**config.mk**
```make
export PLATFORM = sky130hd
export DESIGN_NAME = vga_timing_gen
export DESIGN_NICKNAME = d
export VERILOG_FILES = /design/src/rtl/vga_timing_gen.sv
export SDC_FILE = /design/constraint.sdc
export NUM_CORES = 1
export LEC_CHECK = 0
export ABC_CLOCK_PERIOD_IN_PS = 5600
export CORE_ASPECT_RATIO = 1.75
export CORE_MARGIN = 2
export CORE_UTILIZATION = 30
export CTS_CLUSTER_SIZE = 8
export DETAILED_ROUTE_END_ITERATION = 8
export PLACE_DENSITY_LB_ADDON = 0.25
export SETUP_SLACK_MARGIN = 0.2
export SLEW_MARGIN = 5
export SYNTH_ARGS = -nofsm -noshare
export SYNTH_HDL_FRONTEND = slang
export SYNTH_SLANG_ARGS = --single-unit
```
**constraint.sdc**
```tcl
create_clock -name Clk -period 5.6 [get_ports Clk]
set_input_delay 1.12 -clock Clk [delete_from_list [all_inputs] [get_ports Clk]]
set_output_delay 1.12 -clock Clk [all_outputs]
set_load 0.01 [all_outputs]
```
**src/rtl/vga_timing_gen.sv**
```systemverilog
// VGA raster generator: pixel-rate divider, h/v counters and registered sync/blank/strobe decodes.
// Decodes are computed from next-state counters so they stay cycle-aligned with DrawX/DrawY.
module vga_timing_gen #(
  parameter int unsigned CLK_DIV   = 2,
  parameter int unsigned H_VISIBLE = 640,
  parameter int unsigned H_FRONT   = 16,
  parameter int unsigned H_SYNC    = 96,
  parameter int unsigned H_BACK    = 48,
  parameter int unsigned V_VISIBLE = 480,
  parameter int unsigned V_FRONT   = 10,
  parameter int unsigned V_SYNC    = 2,
  parameter int unsigned V_BACK    = 33
) (
  input  logic       Clk,
  input  logic       Reset_n,
  output logic       pix_ce,
  output logic       pixel_clk,
  output logic       hs,
  output logic       vs,
  output logic       blank,
  output logic [9:0] DrawX,
  output logic [9:0] DrawY,
  output logic       frame_start,
  output logic       vblank_start
);

  localparam int unsigned HTotal = H_VISIBLE + H_FRONT + H_SYNC + H_BACK;
  localparam int unsigned VTotal = V_VISIBLE + V_FRONT + V_SYNC + V_BACK;
  localparam int unsigned DivW   = (CLK_DIV > 1) ? $clog2(CLK_DIV) : 1;

  localparam logic [DivW-1:0] DivLast = DivW'(CLK_DIV - 1);
  localparam logic [DivW-1:0] DivHalf = DivW'(CLK_DIV / 2);

  localparam logic [9:0] HLast   = 10'(HTotal - 1);
  localparam logic [9:0] VLast   = 10'(VTotal - 1);
  localparam logic [9:0] HVis    = 10'(H_VISIBLE);
  localparam logic [9:0] VVis    = 10'(V_VISIBLE);
  localparam logic [9:0] HsFirst = 10'(H_VISIBLE + H_FRONT);
  localparam logic [9:0] HsLast  = 10'(H_VISIBLE + H_FRONT + H_SYNC - 1);
  localparam logic [9:0] VsFirst = 10'(V_VISIBLE + V_FRONT);
  localparam logic [9:0] VsLast  = 10'(V_VISIBLE + V_FRONT + V_SYNC - 1);

  logic [DivW-1:0] div_q, div_d;
  logic [9:0]      hc_q, hc_d, vc_q, vc_d;
  logic            hs_q, hs_d, vs_q, vs_d, blank_q, blank_d;
  logic            frame_start_q, frame_start_d, vblank_start_q, vblank_start_d;

  always_comb begin
    pix_ce = (div_q == DivLast);
    div_d  = pix_ce ? '0 : div_q + 1'b1;

    hc_d = hc_q;
    vc_d = vc_q;
    if (pix_ce) begin
      // >= keeps the counters in range even if they were somehow disturbed
      if (hc_q >= HLast) begin
        hc_d = '0;
        vc_d = (vc_q >= VLast) ? '0 : vc_q + 10'd1;
      end else begin
        hc_d = hc_q + 10'd1;
      end
    end

    hs_d           = !((hc_d >= HsFirst) && (hc_d <= HsLast));
    vs_d           = !((vc_d >= VsFirst) && (vc_d <= VsLast));
    blank_d        = (hc_d < HVis) && (vc_d < VVis);
    frame_start_d  = pix_ce && (hc_d == '0) && (vc_d == '0);
    vblank_start_d = pix_ce && (hc_d == '0) && (vc_d == VVis);
  end

  always_ff @(posedge Clk or negedge Reset_n) begin
    if (!Reset_n) begin
      div_q          <= '0;
      hc_q           <= '0;
      vc_q           <= '0;
      hs_q           <= 1'b1;
      vs_q           <= 1'b1;
      blank_q        <= 1'b1;
      frame_start_q  <= 1'b0;
      vblank_start_q <= 1'b0;
    end else begin
      div_q          <= div_d;
      hc_q           <= hc_d;
      vc_q           <= vc_d;
      hs_q           <= hs_d;
      vs_q           <= vs_d;
      blank_q        <= blank_d;
      frame_start_q  <= frame_start_d;
      vblank_start_q <= vblank_start_d;
    end
  end

  // A divide-by-one pixel clock would have to be ~Clk, so it is held high instead.
  if (CLK_DIV == 1) begin : g_pclk_tie
    assign pixel_clk = 1'b1;
  end else begin : g_pclk_div
    assign pixel_clk = (div_q >= DivHalf);
  end

  assign hs           = hs_q;
  assign vs           = vs_q;
  assign blank        = blank_q;
  assign DrawX        = hc_q;
  assign DrawY        = vc_q;
  assign frame_start  = frame_start_q;
  assign vblank_start = vblank_start_q;

endmodule

```
* Yosys cells after proc, flatten, opt, wreduce, memory -nomap -nowiden
Index checks and enable logic that the tools add are counted.
** Storage, ports and cells
- Output and inout port bits :: 27
- Register bits after elaboration :: 26
- Input bits :: 2
** Operators by class
- Add/subtract/negate cells :: 3
- $lt $le $gt $ge :: 9
- Eq/ne operators :: 1
- Reductions and logical operators :: 10
- Muxes and demuxes :: 6
** Operator list (number)
- $mux W10 :: 5
- $ge A10 B10 Y1 const B :: 3
- $add A10 B1 Y10 const B :: 2
- $logic_not A10 Y1 :: 2
- $eq A10 B9 Y1 const B :: 1
- $ge A10 B9 Y1 const B :: 1
- $le A10 B10 Y1 const B :: 1
- $le A10 B9 Y1 const B :: 1
- $lt A10 B10 Y1 const B :: 1
- $lt A10 B9 Y1 const B :: 1
- $logic_and A1 B1 Y1 :: 6
- $logic_not A1 Y1 :: 2
- $add A1 B1 Y1 const B :: 1
- $ge A1 B1 Y1 const B :: 1
- $mux W1 :: 1

* Longest topological paths before layout
Gate-level depths: netlist of run 1.
- Depth in word-level cells :: 7
- Depth in mapped cells :: 9
- Mapped depth without buffers :: 7

* Least setup slack after synthesis of run 1
OpenSTA, ideal clock, no wires.
- Path type :: register -> register
- From :: reg hc_q[0], in the netlist DrawX[0]
- To :: reg frame_start_q, in the netlist frame_start
- Setup slack :: 3.472 ns
- Data required time :: 5.520 ns
- Arrival :: 2.048 ns
- Stages on the path, launching flop included :: 8
- Setup time :: 0.080 ns
- Path through :: dfrtp_1 ha_1 nand4_2 a21oi_1 o21ai_0 a22o_1 or4_1 nor3_2
** On the way
- Elaborated cells on any way between the ends :: 10
- Classes of those cells :: add/sub: 1; order compare: 1; mux: 4; reduce/logical: 4
** RTL lines
- from (decl) :: line 44 : logic [9:0] hc_q, hc_d, vc_q, vc_d;
- from (signal assigned) :: line 74 : hc_q <= '0;
- from (signal assigned) :: line 83 : hc_q <= hc_d;
- $ge A10 B10 Y1 :: line 56 : if (hc_q >= HLast) begin
- $mux W10 :: line 56
- $mux W10 :: line 54 : if (pix_ce) begin
- net vc_d[8] :: line 44
- $logic_not A10 Y1 :: line 67 : frame_start_d = pix_ce && (hc_d == '0) && (vc_d == '0);
- $logic_and A1 B1 Y1 :: line 67
- net frame_start_d :: line 46 : logic frame_start_q, frame_start_d, vblank_start_q, vblank_start_d;
- to (signal assigned) :: line 88 : frame_start_q <= frame_start_d;
- to (decl) :: line 46
The timed path passes the listed nets, and every way through them passes these cells.

* Worst setup path after layout of run 1
- From :: reg vc_q[2], in the netlist DrawY[2]
- To :: out DrawY[2]
** RTL lines
- from (decl) :: line 44
- from (signal assigned) :: line 84 : vc_q <= vc_d;
- to (decl) :: line 22 : output logic [9:0] DrawY,
No word-level cell between the ends.

==> results of run 1 <==
stage by stage:
| step | setup WS, ns | instance area (um2) | cells | total power, mW |
|---|---|---|---|---|
| 6_report | 2.962 | 2085 | 295 | 0.3224 |
| 5_1_grt | 2.855 | 2085 | 295 | 0.3358 |
| 4_1_cts | 2.952 | 2085 | 295 | 0.3267 |
| 3_3_place_gp | 3.184 | 2029 | 291 | 0.1966 |
| 2_1_floorplan | 3.472 | 1752 | 203 | 0.1914 |
| 3_5_place_dp | 3.160 | 2029 | 291 | 0.1966 |
how the worst max path moves through the flow:
stage                     startpoint          end  slack [ns]
after global routing        DrawY[2]     DrawY[2]        2.85
after CTS                   DrawY[4]     DrawY[4]        2.95
after floorplan             DrawX[0]  frame_start        3.47
final                       DrawY[2]     DrawY[2]        2.96
after global placement      DrawX[0]  frame_start        3.18
after detailed placement    DrawX[0]  frame_start        3.16
cell usage after synthesis, types with 4 or more instances:
master,number
dfrtp_1,23
nand2_1,18
nor2_1,16
o21ai_0,15
nand3_1,14
buf_2,9
nand4_1,9
and3_1,8
inv_1,8
nor3_1,8
a21oi_1,7
a22o_1,5
xnor2_1,5
xor2_1,4
per-layer routing:
layer  GRT usage, %  up-vias  routed length (um)
li1               -      771                   -
met1          18.29      741                1732
met2          28.42       42                2596
met3          1.485        9                 165
met4          6.687        0                 126
met5              0        -                   0
cell usage in the layout (no fill, tap or decap), drive strengths merged, types with 2 or more instances in the layout:
master,Yosys,routed
xnor2,5,5
a21oi,7,7
inv,8,8
o21ai,15,15
a31oi,2,2
nor2b,2,2
xor2,4,4
o31ai,2,2
nor3,10,10
a22o,5,5
clkbuf,2,4
clkdlybuf4s50,0,28
a211oi,2,2
nand2,18,18
o22ai,2,2
buf,16,2
nand4,10,10
nor2,17,17
nand3,15,15
and3,8,8
dfrtp,23,23
dfstp,3,3
o2bb2ai,2,2
mux2,2,2
ha,3,3
and4,2,2
registers in the layout (all words and copies together), names as in the netlist:
name / flops
DrawX: 10
DrawY: 10
blank: 1
frame_start: 1
hs: 1
pix_ce: 1
vblank_start: 1
vs: 1
logic make-up after synthesis:
logic type | after synthesis
DFF | 26
muxes | 2
adders and majority gates | 3
and+or+nand+nor | 88
buffers and inverters | 26
xor gates and xnor gates | 9
AOI/OAI and AO/OA | 49
power breakdown:
group          switching, mW  internal, mW  leakage [nW]
logic                0.00369       0.00107         0.466
clock network         0.0668        0.0632        0.0288
registers                  0         0.188         0.339
layout make-up:
type,instances,area (um2),share of cell area [%]
multi-input cells,151,954.7,45.80
flip-flops and latches,26,654.4,31.39
repair buffers,30,295.3,14.17
clock buffers,4,55.05,2.641
inverters,8,30.03,1.441
well taps,76,95.09,4.562
==> results.yml, run 1 <==
synthesis:
  yosys.area_share.simple_pct: 27.00
  synth_edf_count: 0
  synth_cell_types: 51
  synthMuxAreaShare_pct: 1.286
  yosys_warnings: 0
  synth_fa_ha_area_share_pct: 2.143
  synth.area.top_cells: "dfrtp_1, dfstp_2, o21ai_0"
  synth_top_family_by_area: "simple AND/OR/NAND/NOR gates"
  synth_cells: 203
  syn_area_um2: 1752
  yosys.area.top_type_share_pct: 32.86
  synth_xor_area_share_pct: 4.500
  yosysSeqAreaShare_pct: 37.36
  synth_seq_cells: 26
  ys_async_sr_fraction_pct: 100.0
  synth_ff_type: "dfrtp_1"
  synth_top_area_cell: "dfrtp_1"
  synth-compound-area-share_pct: 19.57
  syn_avg_cell_area_um2: 8.629
  syn_nets: 208
setup_path:
  r2r_start: "DrawX[0]"
  critPathKind: "register to output port"
  rr_worst_depth: 8
  crit_path_cell_trace: "clkdlybuf4s50_1"
  required_ns: 4.48
  crit_path_end_kind: "output port"
  cp_num_buf_inv: 1
  cp.arrival_ns: 1.52
  cp-start-kind: "register"
  cp_max_fo: 17
  crit_path_max_incr_delay_ns: 0.62
  r2r_end: "frame_start"
  crit_family: "flip-flops"
  crit_slowest_cell: "dfrtp_1"
  cp.depth: 1
  r2r_slack_ns: 3.14
global_route:
  grt_usage_pct: 15.99
  grt_pass1_vias: 1505
  grt-ovfl-total: 0
  grt_first_pass_wirelength_um: 7797
  grt_max_degree: 27
  antenna_found_initial: 0
clock_network:
  cts_tree: "done"
  cts_root_buf: "clkbuf_8"
  cts_setup_buffers: 0
  cts-buffers-inserted: 3
  clkSlewWorstSetupHoldPaths_ns: 0.10
  hold_buffers: 0
  cts_max_path_buffers: 2
  clock-sinks: 26
  clkLatencyLatePin_ns: 0.28
  cts_max_level: 1
  cts_resized: 0
timing:
  fin_crit_sh_pct: 47.11
  layout_min_cycle_time_ns: 2.638
  slew_headroom_pct: 52.90
  holdWs_ns: 0.5743
  finalHoldViolations: 0
  worstMarginPinSlew_ns: 0.6988
  finalSetupViolCount: 0
  slew_violations: 0
  fmax_mhz: 379.0
  rsz0062_at_grt: "no"
  skew_ns: 0.005419
  fin_tns_setup_ns: 0
finish:
  fillers: 612
  fin_util_pct: 37.32
  layout-drive-gt1-share_pct: 8.219
  nets: 225
  area_delta_synth_final_pct: 19.00
  insertedDiodeCount: 0
run_status:
  outcome: "finished, final reports clean"
min_path:
  hold_depth: 1
  min_from: "DrawX[1]"
  hold_end: "DrawX[1]"
  hp-class: "register to register"
floorplan:
  die_x_um: 61.76
  die_h_um: 105.1
  core_region_area_um2: 5585
  num_rows: 36
  dieArea_um2: 6490
  ios: 29
  initial_core_util_pct: 31.36
placement:
  gp_congestion: 0.8782
  portBuffers: 28
  dp_hpwl_um: 3527
routing:
  drc: 0
  via_count: 1563
  drtAntennaViolNets: 0
  drtPass1Iterations: 4
  wire_per_inst_um: 15.66
  finalWirelength_um: 4621
  avgViaCountPerCell: 5.298
  drt_iter0_markers: 85
job:
  cap_violations: 0
power_and_ir_drop:
  power_density_nw_per_um2: 154.7
  vdd_ir_drop_max_uv: 66.67
  p_leak_nw: 0.8331
No activity file was read; power rests on OpenSTA's default activity.
==> run 2, diff against run 1 <==
--- a/config.mk
+++ b/config.mk
@@ -5,7 +5,7 @@
 export SDC_FILE = /design/constraint.sdc
 export NUM_CORES = 1
 export LEC_CHECK = 0
-export ABC_CLOCK_PERIOD_IN_PS = 5600
+export ABC_CLOCK_PERIOD_IN_PS = 2100
 export CORE_ASPECT_RATIO = 1.75
 export CORE_MARGIN = 2
 export CORE_UTILIZATION = 30
==> constraint.sdc (replaced) <==
create_clock -name Clk -period 2.1 [get_ports Clk]
set_input_delay 0.42 -clock Clk [delete_from_list [all_inputs] [get_ports Clk]]
set_output_delay 0.42 -clock Clk [all_outputs]
set_load 0.01 [all_outputs]
==> results.yml, run 2 (synthesis gave the netlist of run 1 again) <==
global_route:
  grt_max_degree: 27
  grt-ovfl-total: 0
  grt_pass1_vias: 1795
  grt_first_pass_wirelength_um: 8576
  grt_usage_pct: 17.55
  antenna_found_initial: 0
timing:
  fmax_mhz: 493.8
  skew_ns: 0.005511
  layout_min_cycle_time_ns: 2.025
  finalHoldViolations: 0
  fin_crit_sh_pct: 96.43
  rsz0062_at_grt: "yes"
  slew_headroom_pct: 65.87
  finalSetupViolCount: 0
  slew_violations: 0
  final.setup.worst_slack_ns: 0.07502
  worstMarginPinSlew_ns: 0.5067
power_and_ir_drop:
  pwr-share-clk_pct: 39.6
  power.switching_mw: 0.1786
  vdd_ir_drop_max_uv: 164.2
  swShare_pct: 21.01
  p_leak_nw: 1.019
  internal-power_mw: 0.6715
  power_frac_seq_pct: 58.9
  p_comb_share_pct: 1.5
  power_density_nw_per_um2: 345.2
finish:
  final_common_cell: "buf_4"
  nets: 261
  final_area_um2: 2462
  area_delta_synth_final_pct: 40.57
  insertedDiodeCount: 0
  instances_no_fill: 331
  most-common-layout-cells: "buf_4, clkdlybuf4s50_1, dfrtp_1, nand2_1, nor2_1"
  layout-drive-gt1-share_pct: 29.02
setup_path:
  required_ns: 2.30
  crit_path_end_kind: "register"
  cp-start-kind: "register"
  critPathKind: "register to register"
  cp_max_fo: 4
  cp.arrival_ns: 2.23
job:
  cap_violations: 0
clock_network:
  cts_tree: "done"
  cts-buffers-inserted: 3
  clkSlewWorstSetupHoldPaths_ns: 0.09
  hold_buffers: 0
  clkLatencyLatePin_ns: 0.28
  clock-sinks: 26
  cts_max_level: 1
  cts_root_buf: "clkbuf_8"
  cts_max_path_buffers: 2
min_path:
  hp-class: "input port to async pin"
routing:
  drc: 0
  finalWirelength_um: 5274
  via_count: 1781
  wire_per_inst_um: 15.93
  drtAntennaViolNets: 0
  avgViaCountPerCell: 5.381
  drt_iter0_markers: 54
  drtPass1Iterations: 4
floorplan:
  num_rows: 36
  die_h_um: 105.1
  initial_core_util_pct: 31.36
  ios: 29
  die_x_um: 61.76
  dieArea_um2: 6490
  core_region_area_um2: 5585
placement:
  numPlacedInstances: 321
  post-place-ws_ns: 0.001288
  portBuffers: 28
  dp_hpwl_um: 4004
  placed_cell_area_um2: 2272
  gp_congestion: 0.8233
run_status:
  outcome: "finished, final reports clean"
## run 2: changes by cell type in the layout (fill, tap and decap cells not counted), moves of 3 or more
cell     delta
o21ai_1     +3
o21ai_0     -3
dfrtp_2     +5
dfrtp_1     -5
buf_4      +33
## run 2: worst max-delay path, cell delays in order, from the launching register on
cell     delay (ns)
dfrtp_2        0.37
ha_2           0.19
nand4_1        0.24
nor2_1         0.16
o21ai_1        0.08
a22o_1         0.26
or4_4          0.54
nor3_2         0.12
## run 2: path summary, 6_finish.rpt
path	from	end	slack, ns	cells past startpoint
max	DrawY[0]	frame_start	0.08	7
min	Reset_n	DrawY[4]	0.50	2
max reg2reg	DrawY[0]	frame_start	0.08	7
min reg2reg	DrawY[0]	DrawY[0]	0.65	3
max in group asynchronous	Reset_n	vs	1.28	2
min in group Clk	DrawY[0]	DrawY[0]	0.65	3
## run 2: layout make-up
cell class              instances  area [um2]
fillers                       588        3123
repair buffers                 65       565.5
inverters                       8       30.03
multi-input cells             152        1056
well taps                      76       95.09
flip-flops and latches         26       660.6
clock buffers                   4       55.05
## run 2: power by group through the flow
stage / Combinational (mW) / Clock (mW) / Sequential (mW)
global route: 0.0150 / 0.366 / 0.501
CTS: 0.0139 / 0.343 / 0.501
detailed placement: 0.0139 / 0 / 0.510
finish: 0.0129 / 0.337 / 0.500
global placement: 0.0137 / 0 / 0.510
floorplan: 0.000000426 / 0 / 0.510
## run 2: per-layer routing
| metal | GRT usage, % | wire [um] | up-vias |
|---|---|---|---|
| li1 | - | - | 844 |
| met1 | 19.80 | 1935 | 868 |
| met2 | 30.08 | 2952 | 52 |
| met3 | 1.733 | 158 | 17 |
| met4 | 10.03 | 228 | 0 |
| met5 | 0 | 0 | - |
## run 2: what timing repair did
item | 4_1_cts | 5_1_grt
gates cloned | 1 | 0
setup buffers | 5 | 0
pin swaps | 7 | 2
resized for setup | 9 | 13
endpoints found under the setup margin | 4 | 6
## run 2: metrics by stage
stage               hold slack [ns]   TNS, ns  util, %  power (mW)
floorplan                    0.1244         0        -      0.5103
global placement             0.6277         0    40.68      0.5239
detailed placement           0.6355         0    40.68      0.5241
CTS                          0.5209         0    43.01      0.8575
global route                 0.5296  -0.05102    44.09      0.8814
finish                       0.5024         0    44.09      0.8500
